**src/rtl/nonce_collector.sv**
```systemverilog
// Nonce collector: qualifies miner hits after a post-restart holdoff and
// buffers them in a first-word-fall-through FIFO with a registered head.
module nonce_collector #(
  parameter int DEPTH   = 16,
  parameter int HOLDOFF = 300,
  parameter int CNT_W   = 32
) (
  input  logic                    clk,
  input  logic                    reset,
  input  logic                    work_new,
  input  logic                    nonce_found,
  input  logic [31:0]             nonce_out,
  output logic                    res_valid,
  input  logic                    res_ready,
  output logic [31:0]             res_nonce,
  output logic [$clog2(DEPTH):0]  level,
  output logic                    overflow,
  output logic [CNT_W-1:0]        found_count,
  output logic                    holdoff_busy
);

  localparam int AW = $clog2(DEPTH);
  localparam int PW = AW + 1;
  localparam int HW = $clog2(HOLDOFF + 2);

  logic [31:0]   mem [DEPTH];
  logic [PW-1:0] wr_ptr_r;
  logic [PW-1:0] rd_ptr_r;
  logic [HW-1:0] hold_cnt_r;

  logic [PW-1:0] wr_next_s;
  logic [PW-1:0] rd_next_s;
  logic [PW-1:0] lvl_next_s;
  logic [HW-1:0] hold_next_s;
  logic [31:0]   head_next_s;
  logic          full_s;
  logic          qual_s;
  logic          pop_s;
  logic          push_s;
  logic          drop_s;

  // Next-state computation for pointers, head register and holdoff counter.
  always_comb begin
    full_s    = (wr_ptr_r[AW] != rd_ptr_r[AW]) &&
                (wr_ptr_r[AW-1:0] == rd_ptr_r[AW-1:0]);
    qual_s    = nonce_found && (hold_cnt_r == {HW{1'b0}}) && !work_new && !reset;
    pop_s     = res_valid && res_ready && !work_new && !reset;
    push_s    = qual_s && (!full_s || pop_s);
    drop_s    = qual_s && full_s && !pop_s;
    wr_next_s = wr_ptr_r + {{(PW-1){1'b0}}, push_s};
    rd_next_s = rd_ptr_r + {{(PW-1){1'b0}}, pop_s};
    lvl_next_s = wr_next_s - rd_next_s;
    // The entry being written this cycle only becomes the head if the FIFO drains to it.
    if (push_s && (wr_ptr_r[AW-1:0] == rd_next_s[AW-1:0])) begin
      head_next_s = nonce_out;
    end else begin
      head_next_s = mem[rd_next_s[AW-1:0]];
    end
    if (hold_cnt_r != {HW{1'b0}}) begin
      hold_next_s = hold_cnt_r - {{(HW-1){1'b0}}, 1'b1};
    end else begin
      hold_next_s = hold_cnt_r;
    end
  end

  // Storage array; push is already suppressed during reset and work_new.
  always_ff @(posedge clk) begin
    if (push_s) begin
      mem[wr_ptr_r[AW-1:0]] <= nonce_out;
    end
  end

  // Control state and registered outputs.
  always_ff @(posedge clk) begin
    if (reset || work_new) begin
      wr_ptr_r     <= {PW{1'b0}};
      rd_ptr_r     <= {PW{1'b0}};
      res_valid    <= 1'b0;
      res_nonce    <= 32'h0000_0000;
      level        <= {PW{1'b0}};
      overflow     <= 1'b0;
      found_count  <= {CNT_W{1'b0}};
      hold_cnt_r   <= HW'(HOLDOFF);
      holdoff_busy <= (HW'(HOLDOFF) != {HW{1'b0}});
    end else begin
      wr_ptr_r     <= wr_next_s;
      rd_ptr_r     <= rd_next_s;
      res_valid    <= (wr_next_s != rd_next_s);
      level        <= lvl_next_s;
      hold_cnt_r   <= hold_next_s;
      holdoff_busy <= (hold_next_s != {HW{1'b0}});
      if (wr_next_s != rd_next_s) begin
        res_nonce <= head_next_s;
      end
      if (drop_s) begin
        overflow <= 1'b1;
      end
      if (push_s && (found_count != {CNT_W{1'b1}})) begin
        found_count <= found_count + {{(CNT_W-1){1'b0}}, 1'b1};
      end
    end
  end

endmodule

```
**config.mk**
```make
export PLATFORM = sky130hd
export DESIGN_NAME = nonce_collector
export DESIGN_NICKNAME = d
export VERILOG_FILES = /design/src/rtl/nonce_collector.sv
export SDC_FILE = /design/constraint.sdc
export NUM_CORES = 1
export LEC_CHECK = 0
export CELL_PAD_IN_SITES_DETAIL_PLACEMENT = 0
export CELL_PAD_IN_SITES_GLOBAL_PLACEMENT = 1
export CORE_MARGIN = 8
export CORE_UTILIZATION = 30
export CTS_BUF_LIST = sky130_fd_sc_hd__clkbuf_16
export DETAILED_ROUTE_END_ITERATION = 10
export PLACE_DENSITY_LB_ADDON = 0.1
export SLEW_MARGIN = 20
export SYNTH_ARGS = -nofsm -noshare
export SYNTH_HDL_FRONTEND = slang
export SYNTH_SLANG_ARGS = --single-unit
```
**constraint.sdc**
```tcl
create_clock -name clk -period 5.8 [get_ports clk]
set_input_delay 0.87 -clock clk [delete_from_list [all_inputs] [get_ports clk]]
set_output_delay 0.87 -clock clk [all_outputs]
set_load 0.02 [all_outputs]
```
==> out/metrics.csv, run 1 <==
metric;value;unit
slew-limit-headroom;34.31;%
ys_seq_area_share;73.78;%
ctsHoldBuffers;0;
netlist.area_leader.share;65.97;%
numPortBuffers;108;
setup_tns;0;ns
ys_async_sr_fraction;0;%
path_class;in2reg;
cts_root_buf;clkbuf_16;
yosys.area.top_type;edfxtp_1;
power_density;320.7;nW/um2
hold_violations;0;
intPower;7.185;mW
syn_inst;1279;
syn-mean-instance-area;18.22;um2
firstDrtPassIters;5;
maxSlewViolCount;0;
post_cts_resized;0;
power_frac_comb;1.1;%
clk_pin_slew_worst_paths;0.06;ns
end_kind;flip-flop;
ys_warn_count;0;
area_delta_synth_final;20.99;%
synthDistinctLibCells;58;
antenna_found_initial;4;
postRouteAntennaNets;0;
maxCapViolCount;0;
p_total;9.045;mW
status;completed;
crit_arrival;4.90;ns
num_io_pins;109;
power_frac_seq;52.0;%
gr-total-overflow;0;
die_w;294.7;um
htree_levels;3;
cts_tree;yes;
finalWirelength;64350;um
grt_usage;14.87;%
coreArea;77210;um2
grt_pass1_vias;13169;
holdCritPathClass;reg2reg;
start_util;30.19;%
p_clk_share;46.9;%
clockBufferDepth;3;
synth_edf_count;512;
yosys-top-cells-count;edfxtp_1 (512), mux4_2 (128), dfxtp_1 (91);
clkLatencyLatePin;0.61;ns
p_switching;1.860;mW
via_per_inst;4.885;
worstMarginPinSlew;0.9819;ns
nNetsFinal;1483;
syn-cell-area;23310;um2
rsz0062_at_grt;no;
start_kind;input pin;
setup_violations;0;
switching_share;20.56;%
synthFlopType;edfxtp_1;
drc;0;
drive_gt1_share;20.16;%
grt_first_pass_wirelength;94020;um
drt-initial-drc-count;967;
dpl.hpwl;35480;um
fin_util;36.52;%
skew;0.01785;ns
grt_max_degree;68;
max_freq;0.2260;GHz
post_cts_buffers;0;
die-area;86870;um2
die_y;294.7;um
vias;12384;
wl_per_cell;25.38;um
cp_max_fo;19;
required;6.28;ns
clock_sinks;603;
yosysMostFrequentCell;edfxtp_1;
cts_inserted_buffers;71;
min_period_over_period;76.29;%
placementRows;102;
ir_worst_vdd;0.0001946;V
p_leak;8.689;nW
period_minus_slack;4.425;ns
synth_seq_cells;603;
syn-num-nets;1328;
routabilityCongestion;0.7218;
synth.area.top_cells;edfxtp_1 (66%), mux4_2 (12%), dfxtp_1 (7.8%);
## path summary, 6_finish.rpt
kind | from | cells past startpoint | end | slack (ns)
setup / recovery | work_new | 13 | res_nonce[10] | 1.38
hold / removal | found_count[1] | 2 | found_count[1] | 0.50
setup reg to reg | hold_cnt_r[0] | 14 | res_nonce[10] | 1.48
hold reg to reg | found_count[1] | 2 | found_count[1] | 0.50
## critical path: stages
cell	delay [ns]
clkdlybuf4s50_1	0.53
and4bb_2	0.29
nor4b_2	0.42
a21o_1	0.21
inv_2	0.17
ha_1	0.26
ha_1	0.21
xor2_1	0.16
ha_1	0.39
nand4_1	0.22
o221ai_4	0.68
buf_4	0.35
o21ai_0	0.12
## power groups by stage
stage,combinational (mW),clock (mW),sequential [mW]
2_1_floorplan,0.0164,0,4.79
3_3_place_gp,0.100,0,4.79
3_5_place_dp,0.103,0,4.79
4_1_cts,0.103,4.39,4.70
5_1_grt,0.112,4.54,4.70
6_report,0.100,4.24,4.70
## metrics by stage
step | cell area, um2 | hold slack, ns | worst slack, ns | instances
after CTS | 28190 | 0.5000 | 1.366 | 2533
after global placement | 25960 | 0.4706 | 0.8201 | 2401
after floorplan | 23310 | 0.4878 | 0.9746 | 1279
after global routing | 28190 | 0.5337 | 1.106 | 2533
after detailed placement | 25960 | 0.4871 | 0.7000 | 2401
final | 28200 | 0.4985 | 1.375 | 2535
## routing by layer
layer | global-route usage (%) | vias to the layer above | routed length (um)
met5 | 0 | - | 13
met1 | 19.85 | 6610 | 28870
li1 | - | 5487 | -
met3 | 2.681 | 86 | 2212
met4 | 3.495 | 2 | 1246
met2 | 25.11 | 199 | 32010
## flip-flops by register name (all words and copies together) (netlist names)
register	count
res_valid	1
rd_ptr_r	5
res_nonce	32
overflow	1
mem	512
found_count	32
level	5
hold_cnt_r	9
holdoff_busy	1
wr_ptr_r	5
## logic make-up (layout without fill, tap and decap cells)
family                   Yosys count  in the layout  share of synthesized area, %
flip-flops                       603            603                         73.78
AND/OR/NAND/NOR                  290            290                         6.045
multiplexers                     129            129                         12.41
AO/OA/AOI/OAI                    119            119                         3.892
buffers and inverters             78            292                         1.390
XOR/XNOR                          48             48                         1.804
adder cells (fa/ha/maj)           12             12                        0.6764
other                              0              2                             0
## cell type report
| cell class | instances | area (um2) |
|---|---|---|
| fill | 7211 | 49010 |
| multi-input combinational | 598 | 5969 |
| clock inverter | 58 | 382.9 |
| tap | 1040 | 1301 |
| antenna | 2 | 5.005 |
| sequential | 603 | 17200 |
| clock buffer | 74 | 1852 |
| timing repair buffer | 149 | 1451 |
| inverter | 11 | 41.29 |
## cells in the final DEF, fill, tap and decap left out, drive strengths merged, types with 4 or more instances in the layout
master	n
ha	11
dfxtp	91
nor3	14
and2	7
clkbuf	74
o221ai	33
a22oi	25
nand2	82
a221o	7
buf	41
clkinv	30
a21oi	7
clkdlybuf4s50	108
nand4	16
nand2b	4
xor2	35
nor2	69
nand3	62
xnor2	13
mux4	128
and3	10
or3	4
o21ai	27
inv	34
edfxtp	512
Note: power is estimated with default switching activity, not from simulation.
==> run 2, diff against run 1 <==
- clock period: 5.8 -> 4.4 ns (I/O delays scaled with it)
==> out/metrics.csv, run 2 (synthesis gave the netlist of run 1 again) <==
metric;value;unit;change
clockBufferDepth;3;;unchanged
clock_sinks;603;;unchanged
via_per_inst;4.894;;+0.19%
stdcell_count;2545;;+0.39%
grt_pass1_vias;13083;;-0.65%
rsz0062_at_grt;no;;
path_class;reg2reg;;
routabilityCongestion;0.7174;;-0.61%
p_leak;8.727;nW;+0.44%
slowest_delay;0.43;ns;-0.25 ns
diodes;0;;-2
firstDrtPassIters;5;;unchanged
fin_util;36.69;%;+0.17 points
layout_common_cells;edfxtp_1 (512), mux4_2 (128), clkdlybuf4s50_1 (108);;
drt-initial-drc-count;971;;+0.41%
cpMaxStageDelayCell;nor4b_2;;
reg2regPathDepth;15;;+1
postRouteAntennaNets;0;;unchanged
status;completed;;
num_io_pins;109;;unchanged
maxSlewViolCount;0;;unchanged
final_common_cell;edfxtp_1;;
holdCritPathClass;reg2reg;;
setup_violations;0;;unchanged
drc;0;;unchanged
cts_root_buf;clkbuf_16;;
antenna_found_initial;2;;-2
hold_violations;0;;unchanged
slew-limit-headroom;51.26;%;+17 points
wl_per_cell;25.03;um;-1.4%
vias;12456;;+0.58%
clkLatencyLatePin;0.60;ns;about the same
die_y;294.7;um;unchanged
max_freq;0.2602;GHz;
startpoint;hold_cnt_r[0];;
maxCapViolCount;0;;unchanged
grt_max_degree;71;;+4.4%
r2r-start;hold_cnt_r[0];;
crit_chain;inv_1, ha_1, nor4b_2, nand4_1, a21o_1, inv_2, ha_1, ha_1, xor2_1, ha_1, and4_1, a2111oi_4, buf_4, a22oi_1, o21ai_0;;
nNetsFinal;1502;;+1.3%
grt_first_pass_wirelength;93560;um;-0.49%
whs_path_depth;2;;unchanged
cp_top_family;adder cells;;
placementRows;102;;unchanged
ir_worst_vdd;0.0003057;V;+57%
skew;0.02478;ns;+0.006924 ns
required;4.92;ns;-1.36 ns
postPlaceCellArea;26200;um2;+0.93%
period_minus_slack;3.844;ns;
start_util;30.19;%;unchanged
dp.cells;2420;;+0.79%
worstMarginPinSlew;0.7298;ns;-0.2520 ns
post_cts_buffers;0;;unchanged
largest_reg_flops;512;;unchanged
end_kind;flip-flop;;
clk_pin_slew_worst_paths;0.06;ns;about the same
ctsHoldBuffers;0;;unchanged
cts_inserted_buffers;71;;unchanged
crit_arrival;4.36;ns;-0.54 ns
crit_buf_inv;3;;unchanged
setup_tns;0;ns;unchanged
finalWirelength;63700;um;-1.0%
timing.hold.ws;0.5076;ns;+0.009126 ns
drive_gt1_share;20.60;%;+0.44 points
power_density;415.0;nW/um2;+29%
grt_usage;14.76;%;-0.11 points
cp_max_fo;14;;-5
area_delta_synth_final;21.55;%;
start_kind;flip-flop;;
min_period_over_period;87.35;%;
worstHoldStart;found_count[1];;
die_w;294.7;um;unchanged
cts_tree;yes;;
post_cts_resized;0;;unchanged
gr-total-overflow;0;;unchanged
die-area;86870;um2;unchanged
numPortBuffers;108;;unchanged
dpl.hpwl;37050;um;+4.4%
htree_levels;3;;unchanged
final_cell_area;28330;um2;+0.46%
cpMostUsedCell;ha_1;;
nFillCells;7186;;-0.35%
crit_cells;15;;+2
coreArea;77210;um2;unchanged
## run 2: final cells by class
type                    instances  area [um2]  share of cell area (%)
clock inverters                51       275.3                  0.9716
repair buffers                168        1669                   5.892
multi-input cells             598        5995                   21.16
well taps                    1040        1301                   4.593
flip-flops and latches        603       17200                   60.70
inverters                      11       41.29                  0.1457
clock buffers                  74        1852                   6.537
## run 2: per-layer routing
| layer | vias up | GRT usage (%) | share of wire (%) |
|---|---|---|---|
| li1 | 5541 | - | - |
| met3 | 78 | 3.200 | 4.3 |
| met4 | 4 | 3.507 | 1.8 |
| met1 | 6602 | 19.52 | 45 |
| met5 | - | 0 | 0.042 |
| met2 | 231 | 24.72 | 49 |
## run 2: metrics by stage
step	setup WS, ns	power (mW)
2_1_floorplan	0.5971	6.337
3_3_place_gp	0.2115	6.451
3_5_place_dp	0.1419	6.456
4_1_cts	0.5632	11.93
5_1_grt	0.2533	12.13
6_report	0.5564	11.76
## run 2: report_power, final
group          switching, mW  leakage (nW)  internal (mW)
combinational         0.0977          2.27         0.0370
clock                   2.29          1.12           3.14
sequential           0.00307          5.33           6.19
total                   2.39          8.73           9.37
## run 2: path summary, 6_finish.rpt
path	to	slack (ns)
worst max register to register	res_nonce[12]	0.56
worst min register to register	found_count[1]	0.51
worst max-delay path	res_nonce[12]	0.56
worst min-delay path	found_count[1]	0.51
## run 2: tightest hold or removal path: stages (launching register included)
cell	delay, ns
dfxtp_1	0.34
nand2_1	0.07
a21oi_1	0.05
==> run 3, diff against run 2 <==
- CTS_CLUSTER_DIAMETER: not set -> 120
==> results of run 3 <==
The final DEF is identical to that of run 2; final timing and power are the same.
